`config.mk`:
```
export PLATFORM = sky130hd
export DESIGN_NAME = seg_display
export DESIGN_NICKNAME = d
export VERILOG_FILES = /design/src/rtl/seg_pkg.sv /design/src/rtl/seg_encode.sv /design/src/rtl/seg_display.sv
export SDC_FILE = /design/constraint.sdc
export NUM_CORES = 1
export LEC_CHECK = 0
export BUFFER_PORTS_ARGS = -buffer_cell sky130_fd_sc_hd__buf_2
export CORE_UTILIZATION = 63
export DETAILED_ROUTE_END_ITERATION = 8
export GPL_TIMING_DRIVEN = 0
export PLACE_DENSITY = 0.95
export SYNTH_ARGS = -nofsm -noshare
export SYNTH_HDL_FRONTEND = slang
export SYNTH_SLANG_ARGS = --single-unit
```
`constraint.sdc`:
```
create_clock -name clk -period 3.57 [get_ports clk]
set_clock_uncertainty 0.15 [all_clocks]
set_input_delay 0.357 -clock clk [delete_from_list [all_inputs] [get_ports clk]]
set_output_delay 0.357 -clock clk [all_outputs]
set_load 0.005 [all_outputs]
```
`src/rtl/seg_pkg.sv`:
```
// seg_pkg: shared constants and types for the 7-segment display block.
//   - state_t        : conversion FSM states (IDLE / CONVERT / LOAD)
//   - DIGITS, NUM_W  : default digit count and input width
//   - SEG_0..SEG_9   : active-low segment patterns, bit0=a .. bit6=g
//   - SEG_OFF        : all segments off
//   - bcd_to_seg()   : nibble -> pattern lookup; non-decimal nibbles show off
package seg_pkg;

    typedef enum logic [1:0] {
        IDLE    = 2'd0,
        CONVERT = 2'd1,
        LOAD    = 2'd2
    } state_t;

    localparam int DIGITS = 5;
    localparam int NUM_W  = 14;

    localparam logic [6:0] SEG_0   = 7'h40;
    localparam logic [6:0] SEG_1   = 7'h79;
    localparam logic [6:0] SEG_2   = 7'h24;
    localparam logic [6:0] SEG_3   = 7'h30;
    localparam logic [6:0] SEG_4   = 7'h19;
    localparam logic [6:0] SEG_5   = 7'h12;
    localparam logic [6:0] SEG_6   = 7'h02;
    localparam logic [6:0] SEG_7   = 7'h78;
    localparam logic [6:0] SEG_8   = 7'h00;
    localparam logic [6:0] SEG_9   = 7'h10;
    localparam logic [6:0] SEG_OFF = 7'h7F;

    function automatic logic [6:0] bcd_to_seg(input logic [3:0] d);
        logic [6:0] s;
        case (d)
            4'd0:    s = SEG_0;
            4'd1:    s = SEG_1;
            4'd2:    s = SEG_2;
            4'd3:    s = SEG_3;
            4'd4:    s = SEG_4;
            4'd5:    s = SEG_5;
            4'd6:    s = SEG_6;
            4'd7:    s = SEG_7;
            4'd8:    s = SEG_8;
            4'd9:    s = SEG_9;
            default: s = SEG_OFF;
        endcase
        return s;
    endfunction

endpackage

```
`src/rtl/seg_encode.sv`:
```
// seg_encode: combinational BCD nibble to 7-segment decoder.
//   bcd   : BCD digit 0..9
//   blank : force all segments off (leading-zero suppression)
//   seg   : active-low segments, bit0=a .. bit6=g
module seg_encode (
    input  logic [3:0] bcd,
    input  logic       blank,
    output logic [6:0] seg
);
    import seg_pkg::*;

    always_comb begin
        seg = blank ? SEG_OFF : bcd_to_seg(bcd);
    end

endmodule

```
`src/rtl/seg_display.sv`:
```
// seg_display: binary to 5-digit 7-segment display via serial double-dabble.
//   clk       : rising-edge clock
//   rst_n     : synchronous active-low reset
//   num       : unsigned value to show
//   num_valid : one-cycle conversion request
//   busy      : conversion in progress (CONVERT or LOAD)
//   done      : one-cycle pulse after HEX0..HEX4 update
//   HEX0..4   : active-low segments, HEX0 least significant
// Optional feature: define SEG_BLANK_EN to blank leading zeros (HEX0 always
// shows a digit). Latency is the same either way.
module seg_display #(
    parameter int DIGITS = seg_pkg::DIGITS,
    parameter int NUM_W  = seg_pkg::NUM_W
) (
    input  logic             clk,
    input  logic             rst_n,
    input  logic [NUM_W-1:0] num,
    input  logic             num_valid,
    output logic             busy,
    output logic             done,
    output logic [6:0]       HEX0,
    output logic [6:0]       HEX1,
    output logic [6:0]       HEX2,
    output logic [6:0]       HEX3,
    output logic [6:0]       HEX4
);
    import seg_pkg::*;

    state_t                  state, state_nxt;
    logic [NUM_W-1:0]        shift_q;
    logic [NUM_W-1:0]        pend_val;
    logic                    pend;
    logic [4*DIGITS-1:0]     bcd_q;
    logic [4*DIGITS-1:0]     bcd_adj;
    logic [3:0]              cnt;
    logic                    done_q;
    logic                    start;
    logic [NUM_W-1:0]        start_val;
    logic [DIGITS-1:0]       blank;
    logic [DIGITS-1:0][6:0]  seg;
    logic [DIGITS-1:0][6:0]  hex_q;

    // A fresh strobe in IDLE beats a stale pending value (last write wins).
    assign start     = (state == IDLE) && (num_valid || pend);
    assign start_val = num_valid ? num : pend_val;

    // FSM: state register
    always_ff @(posedge clk) begin
        if (!rst_n) state <= IDLE;
        else        state <= state_nxt;
    end

    // FSM: next state
    always_comb begin
        state_nxt = state;
        case (state)
            IDLE:    if (num_valid || pend) state_nxt = CONVERT;
            CONVERT: if (cnt == 4'(NUM_W-1)) state_nxt = LOAD;
            LOAD:    state_nxt = IDLE;
            default: state_nxt = IDLE;
        endcase
    end

    // FSM: outputs
    always_comb begin
        busy = (state != IDLE);
    end

    // Double-dabble correction: any nibble >= 5 gets +3 before the shift.
    always_comb begin
        bcd_adj = bcd_q;
        for (int i = 0; i < DIGITS; i++) begin
            if (bcd_q[4*i +: 4] >= 4'd5)
                bcd_adj[4*i +: 4] = bcd_q[4*i +: 4] + 4'd3;
        end
    end

    always_ff @(posedge clk) begin
        if (!rst_n) begin
            shift_q  <= '0;
            bcd_q    <= '0;
            cnt      <= '0;
            pend     <= 1'b0;
            pend_val <= '0;
            done_q   <= 1'b0;
            hex_q    <= {DIGITS{SEG_OFF}};
        end else begin
            done_q <= 1'b0;
            case (state)
                IDLE: if (start) begin
                    shift_q <= start_val;
                    bcd_q   <= '0;
                    cnt     <= '0;
                    pend    <= 1'b0;
                end
                CONVERT: begin
                    bcd_q   <= {bcd_adj[4*DIGITS-2:0], shift_q[NUM_W-1]};
                    shift_q <= shift_q << 1;
                    cnt     <= cnt + 4'd1;
                end
                LOAD: begin
                    // bcd_q is final here, so the display never sees a partial value.
                    hex_q  <= seg;
                    done_q <= 1'b1;
                end
                default: ;
            endcase
            // Requests during CONVERT/LOAD park in a one-deep slot.
            if (busy && num_valid) begin
                pend     <= 1'b1;
                pend_val <= num;
            end
        end
    end

    // Leading-zero blanking: a digit blanks only if it and every digit above
    // it are zero. HEX0 is never blanked.
    always_comb begin
        blank = '0;
`ifdef SEG_BLANK_EN
        begin
            logic lead;
            lead = 1'b1;
            for (int i = DIGITS-1; i > 0; i--) begin
                lead     = lead && (bcd_q[4*i +: 4] == 4'd0);
                blank[i] = lead;
            end
        end
`endif
    end

    for (genvar g = 0; g < DIGITS; g++) begin : g_enc
        seg_encode u_enc (
            .bcd   (bcd_q[4*g +: 4]),
            .blank (blank[g]),
            .seg   (seg[g])
        );
    end

    assign done = done_q;
    assign HEX0 = hex_q[0];
    assign HEX1 = hex_q[1];
    assign HEX2 = hex_q[2];
    assign HEX3 = hex_q[3];
    assign HEX4 = hex_q[4];

endmodule

```
==> metrics.txt, run 1 <==
initial core utilization=0.666; maximum vdd drop=0.000258 V; startpoint types=flip-flop; all-layer global routing usage=0.307; Max Cap Viol=0; post-synthesis sequential area ratio=0.394; Crit Reg-Reg Startpoint=bcd_q[5]; Die W=87.7 µm; Reg2Reg Depth=6; Hold EP=pend_val[1]; Rows=30; Routed Antenna Nets=0; syn_area_per_cell=8.36 µm²; EDFF count, synth=0; largest net degree at the start of global routing=16; RSZ-0062 raised after global routing=no; Final Non-Filler Cells=716; global-route wire length before repair=18300 µm; ratio of cells with drive above 1 in the final layout=0.173; final worst-path cycle share=0.554; dominant synthesized flop cell=dfxtp_1; worst-path fanout max=7; reg2reg end=bcd_q[6]; hold_buf cts=0; Fmax achieved=505 MHz; status=completed; Post-Syn Nets=598; hold slack=0.0818 ns; full die area=7690 µm²; most frequent cell after synthesis=dfxtp_1; Power, Total=1970 µW; core area=6940 µm²; CTS Root Cell=clkbuf_8; Setup Total Neg Slack=0 ns; Async SR Flop Fraction=0; Avg Vias per Cell=6.07; fill count=490; final wirelength=11200 µm; worst slew pin tran=0.648 ns; Post-Synthesis Cells=553; hold path cells=3; insertion delay to the later sink of the worst-skew pair=0.37 ns; synthesis-stage register bit count=91; post-CTS resize count=0; post-CTS setup buffers=0; CP Class=reg -> reg; Leak Pwr=0.00195 µW; clock-pin slew on the worst setup and hold paths=0.09 ns; Clock Sinks=91; Post-route DRC=0; Synth top area share=0.394; GRT overflow=0; vias in the first global route=4034; PD cells=378 nW/µm²; # diodes=0; final setup margin=1.59 ns; Buffers on Ports=51; Worst Min Path Start=num[1]; Avg WL per Cell=15.7 µm; area grow syn2layout=12.7%; type of the tightest min-delay check=in -> reg; Final Critical Period=1.98 ns; Iteration-0 DRC Markers=289; Syn. warnings=0; Setup violations, final=0; Final Hold Violating Endpoints=0; WP data arrival=2.14 ns; Slew headroom=0.568; die height=87.7 µm; I/O pins=54; WP data required=3.74 ns; Commonest cells post-synth=91 x dfxtp_1, 84 x nand2_1, 54 x o21ai_0; gpl congestion=0.914; Setup crit end kind=flip-flop; placed cell count=700; Area contributors post-synth=dfxtp_1 39%, ha_1 7.6%, nand2_1 6.8%; total iterations of the first detailed-routing run=5; R2R Setup Slk=1.59 ns; worst setup slack after placement=1.67 ns; clock tree buffer depth=2; initial antenna violation count=0; Synth area leader=dfxtp_1; TritonCTS clock tree=built; htree depth=3; CTS Buf Count=9; max-slew violations=0; Synth cell types=44; Vias=4343; Final HPWL DP=7880 µm; netlist area before placement=4620 µm²; Final #Nets=660
[power breakdown]
part / internal [µW] / switching [µW]
sequential: 1040 / 23.3
clock: 363 / 374
combinational: 66.0 / 101
[sequential cells by signal, indices dropped and copies added, names as in the netlist]
name      cells
HEX0          7
HEX1          7
HEX2          7
HEX3          7
HEX4          7
bcd_q        20
cnt           4
done          1
pend          1
pend_val     14
shift_q      14
state         2
[layout make-up]
type                            count  area [µm²]  area share
Timing Repair Buffer               51         255      0.0490
Multi-Input combinational cell    393        2490       0.478
Tap cell                           96         120      0.0231
Sequential cell                    91        1820       0.350
Inverter                           28         105      0.0202
Clock inverter                      5        58.8      0.0113
Clock buffer                       11         151      0.0291
Buffer                             41         206      0.0396
[worst max path at each step]
| stage | slack [ns] | start | endpoint |
|---|---|---|---|
| global route | 1.54 | bcd_q[9] | bcd_q[10] |
| CTS | 1.67 | bcd_q[9] | bcd_q[10] |
| global placement | 1.72 | rst_n | shift_q[3] |
| finish | 1.59 | bcd_q[5] | bcd_q[6] |
| floorplan | 1.90 | bcd_q[5] | bcd_q[6] |
| detailed placement | 1.67 | rst_n | shift_q[3] |
[logic make-up (layout without fill, tap and decap cells)]
family,count (synthesis),count (layout),synth area share
AO/OA/AOI/OAI,203,203,0.277
XOR/XNOR,9,9,0.0171
adder cells (fa/ha/maj),28,28,0.0758
buffers and inverters,69,136,0.0674
flip-flops,91,91,0.394
multiplexers,11,11,0.0241
AND/OR/NAND/NOR,142,142,0.145
[metrics by stage]
step	area [µm²]	util
global placement	5000	0.720
detailed placement	5000	0.720
global route	5210	0.750
finish	5210	0.750
CTS	5210	0.750
floorplan	4620	-
[metal layers]
layer  track usage  vias up  routed length (µm)
met4         0.148        0                 340
met5             0        -                   0
met2         0.545      186                5560
met1         0.359     2042                4610
met3        0.0556       36                 725
li1              -     2079                   -
[layout by cell type, fill, tap and decap left out, drive strengths merged, types with 3 or more instances in the layout]
cell     n
a21oi   57
o311ai   4
a221o   13
o21a     3
clkbuf  29
nor3b    3
nor2b    7
nor2    20
mux2i   10
nor3     4
o21bai   4
a22o     6
o21ai   64
a22oi   17
nand2   84
o22ai   20
a211oi  10
nand3    3
ha      28
xnor2    9
inv     29
buf     74
dfxtp   91
nand2b  14
[worst max-delay path, stage by stage, from the launching register on]
cell	delay (ns)
dfxtp_1	0.49
inv_1	0.15
ha_1	0.23
nand2b_1	0.17
a21oi_1	0.35
mux2i_1	0.24
a22o_1	0.16
Note: power is estimated with default switching activity, not from simulation.
==> run 2: changes to the inputs <==
--- a/config.mk
+++ b/config.mk
@@ -6,10 +6,10 @@
 export NUM_CORES = 1
 export LEC_CHECK = 0
 export BUFFER_PORTS_ARGS = -buffer_cell sky130_fd_sc_hd__buf_2
-export CORE_UTILIZATION = 63
+export CORE_UTILIZATION = 53
 export DETAILED_ROUTE_END_ITERATION = 8
 export GPL_TIMING_DRIVEN = 0
-export PLACE_DENSITY = 0.95
+export PLACE_DENSITY = 0.86
 export SYNTH_ARGS = -nofsm -noshare
 export SYNTH_HDL_FRONTEND = slang
 export SYNTH_SLANG_ARGS = --single-unit
==> constraint.sdc (replaced) <==
create_clock -name clk -period 1.7 [get_ports clk]
set_clock_uncertainty 0.15 [all_clocks]
set_input_delay 0.17 -clock clk [delete_from_list [all_inputs] [get_ports clk]]
set_output_delay 0.17 -clock clk [all_outputs]
set_load 0.005 [all_outputs]
==> run 2 against run 1 <==
Against the previous run: the flow now finishes with violations (negative setup slack); clock power rose by 130%; sequential power increased by 110%; power increased by 120%; count of clock-buffer cells in the layout decreased by 1; cell count is 4.5% higher; largest cell class unchanged; largest power group unchanged; critical endpoint is now bcd_q[7]; combinational power grew 130%; critical path type unchanged; sequential cell count unchanged.
==> metrics.txt, run 2 (synthesis gave the netlist of run 1 again) <==
status=finished, violations left; failing checks=negative setup slack; initial antenna violation count=0 (unchanged); clock share of power=0.390 (+0.015); Rows=33 (+10%); clock tree buffer depth=2 (unchanged); CTS Root Cell=clkbuf_8; insertion delay to the later sink of the worst-skew pair=0.37 ns (about the same); Final HPWL DP=7850 µm (-0.39%); ratio of cells with drive above 1 in the final layout=0.236 (+0.0638); Slew headroom=0.586 (+0.0185); Iteration-0 DRC Markers=243 (-16%); most common cell after layout, fill and taps aside=nand2_1; biggest regs=bcd_q x20, pend_val x14, shift_q x14; GRT overflow=0 (unchanged); Fmax achieved=556 MHz (+10%); TritonCTS clock tree=built; Final Hold Violating Endpoints=0 (unchanged); area grow syn2layout=21.0%; I/O pins=54 (unchanged); Setup crit end kind=flip-flop; startpoint types=flip-flop; Switch Pwr=1090 µW (+120%); Critical Path Source=bcd_q[4]; Register Area=1860 µm² (+2.2%); maximum vdd drop=0.000842 V (+230%); total iterations of the first detailed-routing run=4 (-1); hold slack=0.0399 ns (-0.0419 ns); internal power=3190 µW (+120%); die height=95.4 µm (+8.8%); hold path cells=3 (unchanged); Reg power frac=0.519 (-0.021); final wirelength=12300 µm (+9.2%); Leak Pwr=0.00211 µW (+7.8%); CTS Buf Count=9 (unchanged); Setup violations, final=1 (+1); type of the tightest min-delay check=in -> reg; fill count=637 (+30%); Routed Antenna Nets=0 (unchanged); Switching Share=0.256 (+0.00211); worst-path fanout max=6 (-1); PD cells=765 nW/µm² (+100%); all-layer global routing usage=0.257 (-0.0501); worst slew pin tran=0.621 ns (-0.0278 ns); Gate power share=0.091 (+0.006); most frequent cells in the layout=84 x nand2_1, 77 x dfxtp_1, 66 x buf_2; Final Critical Period=1.80 ns (-0.180 ns); Avg WL per Cell=16.4 µm (+4.5%); clock-pin slew on the worst setup and hold paths=0.10 ns (about the same); final core occ=0.671 (-0.0795); Buffers on Ports=51 (unchanged); # diodes=0 (unchanged); global-route wire length before repair=18200 µm (-0.27%); core area=8340 µm² (+20%); final worst-path cycle share=1.06 (+0.504); Crit Reg-Reg Startpoint=bcd_q[4]; Clock Sinks=91 (unchanged); max reg flops=20 (unchanged); gpl congestion=0.905 (-1.0%); CP Class=reg -> reg; full die area=9100 µm² (+18%); vias in the first global route=3957 (-1.9%); initial core utilization=0.554 (-0.111); largest net degree at the start of global routing=17 (+1); htree depth=3 (unchanged); Power, Total=4280 µW (+120%); Max Cap Viol=0 (unchanged); Final #Nets=683 (+3.5%); area of the multi-input gates=2580 µm² (+3.5%); max-slew violations=0 (unchanged); Avg Vias per Cell=5.87 (-3.2%); Reg2Reg Depth=6 (unchanged); final setup margin=-0.0991 ns (-1.69 ns); Die W=95.4 µm (+8.8%); Vias=4393 (+1.2%); WP data arrival=1.89 ns (-0.25 ns); Post-route DRC=0 (unchanged); Worst Min Path Start=num_valid; Top reg by flops=bcd_q; WP data required=1.79 ns (-1.95 ns)
## run 2: per-stage QoR
| stage | setup WS [ns] | cell area (µm²) | std cells | TNS (ns) |
|---|---|---|---|---|
| 6_report | -0.0991 | 5590 | 748 | -0.0991 |
| 5_1_grt | -0.0841 | 5590 | 748 | -0.229 |
| 4_1_cts | -0.00183 | 5430 | 739 | -0.00183 |
| 3_5_place_dp | -0.218 | 5010 | 709 | -1.68 |
| 3_3_place_gp | -0.0946 | 5010 | 709 | -0.524 |
| 2_1_floorplan | 0.0329 | 4620 | 553 | 0 |
## run 2: layout make-up
cell class,instances,share of cell area
buffer,41,0.0414
clock buffer,10,0.0228
clock inverter,6,0.0170
inverter,28,0.0188
multi-input combinational,393,0.461
sequential,91,0.333
tap,105,0.0235
timing repair buffer,74,0.0828
## run 2: worst max-delay path, stage by stage (launching register included)
cell	delay (ns)
dfxtp_4	0.40
inv_1	0.12
ha_4	0.21
ha_1	0.30
o21bai_1	0.17
a22oi_1	0.20
o21ai_0	0.12
## run 2: final timing paths
| path | endpoint | slack, ns |
|---|---|---|
| max | bcd_q[7] | -0.1 |
| min | shift_q[0] | 0.04 |
| max reg2reg | bcd_q[7] | -0.1 |
| min reg2reg | pend_val[13] | 0.32 |
## run 2: power groups by stage
stage / Combinational (µW) / Clock, µW / Sequential [µW]
after floorplan: 251 / 0 / 2270
after global placement: 334 / 0 / 2280
after detailed placement: 348 / 0 / 2280
after global routing: 423 / 1760 / 2230
after CTS: 374 / 1660 / 2230
final: 389 / 1670 / 2220
## run 2: per-layer routing
layer  routed length (µm)  share of wire  global-route usage
met5                    0              0                   0
met2                 6360           0.52               0.474
met3                  684          0.056              0.0447
met4                  292          0.024              0.0945
met1                 4930           0.40               0.295
## run 2: repair_timing
action	CTS	global route
buffers inserted	0	9
hold buffers	14	0
endpoints found under the setup margin	19	37
resized for setup	28	36
pin swaps	0	5
endpoints found under the hold margin	15	0
==> run 3: changes to the inputs <==
--- a/config.mk
+++ b/config.mk
@@ -12,4 +12,5 @@
 export PLACE_DENSITY = 0.86
 export SYNTH_ARGS = -nofsm -noshare
 export SYNTH_HDL_FRONTEND = slang
+export SYNTH_HIERARCHICAL = 1
 export SYNTH_SLANG_ARGS = --single-unit
==> run 3 against run 2 <==
Against the previous run: the flow now finishes without violations; maximum frequency increased by 8.9%; die area increased by 9.3%; synthesized cell count increased by 14%; via count increased by 7.2%; combinational power decreased by 7.2%; clock power decreased by 12%; area after synthesis increased by 9.5%; largest power group unchanged.
==> metrics.txt, run 3 <==
CP cell instances=buf_6, nor2b_1, buf_4, nand2_4, buf_4, o31ai_1; Syn. warnings=6 (+6); Slew headroom=0.638 (+0.0516); Die W=99.7 µm (+4.6%); full die area=9950 µm² (+9.3%); WP data arrival=1.77 ns (-0.12 ns); Post-Synthesis Cells=631 (+14%); Top reg by flops=bcd_q; area grow syn2layout=19.2%; maximum vdd drop=0.000542 V (-36%); most frequent cells in the layout=118 x nand2_1, 81 x dfxtp_1, 66 x a21oi_1; Rows=35 (+6.1%); max-slew violations=0 (unchanged); Gate power share=0.090 (about the same); hold path cells=3 (unchanged); Final HPWL DP=8370 µm (+6.6%); startpoint types=flip-flop; Avg WL per Cell=13.6 µm (-17%); Worst Min Path Start=rst_n; Vias=4708 (+7.2%); Fmax achieved=605 MHz (+8.9%); slowest stage cell, crit path=dfxtp_1; all-layer global routing usage=0.245 (-0.0118); die height=99.7 µm (+4.6%); global-route wire length before repair=19800 µm (+8.7%); crit-path most repeated cell=buf_4; Reg2Reg Depth=6 (unchanged); final wirelength=11900 µm (-2.9%); Synth top area share=0.360 (-0.0343); ratio of cells with drive above 1 in the final layout=0.194 (-0.0425); reg2reg end=bcd_q[8]; Leak Pwr=0.00249 µW (+18%); most common cell after layout, fill and taps aside=nand2_1; final worst-path cycle share=0.972 (-0.0865); CTS Root Cell=clkbuf_8; insertion delay to the later sink of the worst-skew pair=0.37 ns (about the same); RSZ-0062 raised after global routing=no; clock tree buffer depth=2 (unchanged); dominant synthesized flop cell=dfxtp_1; Switching Share=0.284 (+0.0282); netlist area before placement=5060 µm² (+9.5%); biggest regs=bcd_q x20, pend_val x14, shift_q x14; post-synthesis sequential area ratio=0.360 (-0.0343); Final Hold Violating Endpoints=0 (unchanged); Setup crit end kind=flip-flop; I/O pins=54 (unchanged); CTS Buf Count=9 (unchanged); synthesis-stage register bit count=91 (unchanged); Synth cell types=37 (-16%); Power, Total=4030 µW (-5.9%); Setup violations, final=0 (-1); Avg Vias per Cell=5.37 (-8.6%); Commonest cells post-synth=119 x nand2_1, 91 x dfxtp_1, 71 x a21oi_1; total iterations of the first detailed-routing run=4 (unchanged); internal power=2880 µW (-9.5%); Final Critical Period=1.65 ns (-0.147 ns); Iteration-0 DRC Markers=214 (-12%); worst slew pin tran=0.543 ns (-0.0774 ns); Routed Antenna Nets=0 (unchanged); GRT overflow=0 (unchanged); type of the tightest min-delay check=in -> reg; Area contributors post-synth=dfxtp_1 36%, ha_1 9.1%, nand2_1 8.8%; Final #Nets=797 (+17%); Crit Reg-Reg Startpoint=state[0]; Crit path largest cell delay=0.35 ns (-0.05 ns); core area=9240 µm² (+11%); Reg power frac=0.545 (+0.026); DP Area=5610 µm² (+12%); worst-path fanout max=10 (+4); initial core utilization=0.548 (-0.00630); Final Cell Area=6030 µm² (+7.9%); max reg flops=20 (unchanged); initial antenna violation count=0 (unchanged); Setup Total Neg Slack=0 ns (+0.0991 ns); Buffers on Ports=52 (+2.0%); WP data required=1.82 ns (+0.03 ns); Max Cap Viol=0 (unchanged); PD cells=667 nW/µm² (-13%); # diodes=0 (unchanged); final core occ=0.653 (-0.0176); R2R Setup Slk=0.05 ns (+0.15 ns); status=completed; CP Class=reg -> reg; TritonCTS clock tree=built; Clock Sinks=91 (unchanged); most frequent cell after synthesis=nand2_1; vias in the first global route=4532 (+15%); clock share of power=0.365 (-0.025); Synth area leader=dfxtp_1; gpl congestion=0.872 (-3.6%); largest net degree at the start of global routing=19 (+2); clock-pin slew on the worst setup and hold paths=0.09 ns (about the same); Post-route DRC=0 (unchanged); Switch Pwr=1140 µW (+4.5%); Async SR Flop Fraction=0 (unchanged); EDFF count, synth=0 (unchanged); htree depth=3 (unchanged); Hold EP=bcd_q[4]; syn_area_per_cell=8.02 µm² (-4.0%)
-- run 3: cell count changes in the layout (fill, tap and decap cells not counted), moves of 10 or more --
cell,previous run,this run
o22ai_1,20,7
a21oi_2,14,4
conb_1,0,35
o21ai_0,53,40
ha_1,23,37
xor2_1,0,10
nand2b_1,12,25
nand2_1,84,118
a211oi_1,10,0
buf_2,66,56
mux2i_1,10,0
a21oi_1,42,66
nand3_1,3,45
-- run 3: metrics by stage --
| step | instances | hold slack [ns] | setup WS (ns) |
|---|---|---|---|
| 2_1_floorplan | 665 | 0.156 | 0.0228 |
| 3_3_place_gp | 846 | 0.272 | -0.0711 |
| 3_5_place_dp | 846 | 0.282 | -0.163 |
| 4_1_cts | 876 | 0.0516 | 0.00111 |
| 5_1_grt | 877 | 0.0746 | 0.00318 |
| 6_report | 877 | 0.0627 | 0.0479 |
-- run 3: routing by layer --
layer  part of all wire  track usage
met5                  0            0
met1               0.43        0.281
met2               0.51        0.449
met3              0.041       0.0429
met4              0.018       0.0984
-- run 3: power by group through the flow --
stage	clock, µW	sequential (µW)	combinational [µW]
2_1_floorplan	0	2240	239
3_3_place_gp	0	2250	311
3_5_place_dp	0	2250	324
4_1_cts	1470	2200	350
5_1_grt	1550	2200	399
6_report	1470	2200	361
-- run 3: area by class of cell --
class                           instances  area [µm²]
Buffer                                 34         229
Tap cell                              129         161
Fill cell                             742        3210
Sequential cell                        91        1850
Multi-Input combinational cell        510        3080
Clock buffer                            9         124
Timing Repair Buffer                   67         408
Inverter                               30         113
Clock inverter                          7        70.1
-- run 3: logic make-up after synthesis --
| kind of cell | synth area share |
|---|---|
| muxes | 0.00667 |
| and+or+nand+nor | 0.248 |
| xor gates and xnor gates | 0.0277 |
| DFF | 0.360 |
| adders and majority gates | 0.0914 |
| buffers and inverters | 0.0645 |
| AOI/OAI and AO/OA | 0.201 |
| other | 0.000741 |
-- run 3: critical path, delay by kind of cell, from the launching register on --
kind                   cells  cell delay [ns]
flip-flops                 1             0.35
buffers and inverters      3             0.56
AND/OR/NAND/NOR            2             0.22
AO/OA/AOI/OAI              1             0.27
-- run 3: worst max-delay path by stage --
stage | slack (ns) | to | start | cells past startpoint
after CTS | 0.001 | bcd_q[18] | bcd_q[17] | 6
final | 0.05 | bcd_q[8] | state[0] | 6
after detailed placement | -0.16 | bcd_q[10] | bcd_q[9] | 6
after floorplan | 0.02 | bcd_q[18] | bcd_q[17] | 6
after global routing | 0.003 | pend_val[9] | state[1] | 7
after global placement | -0.07 | bcd_q[2] | bcd_q[1] | 6
-- run 3: timing repair --
action / 4_1_cts / 5_1_grt
resized for setup: 15 / 20
setup buffers: 0 / 1
pin swaps: 0 / 2
hold buffers: 14 / 0
setup endpoints to repair: 38 / 61
endpoints found under the hold margin: 14 / 0
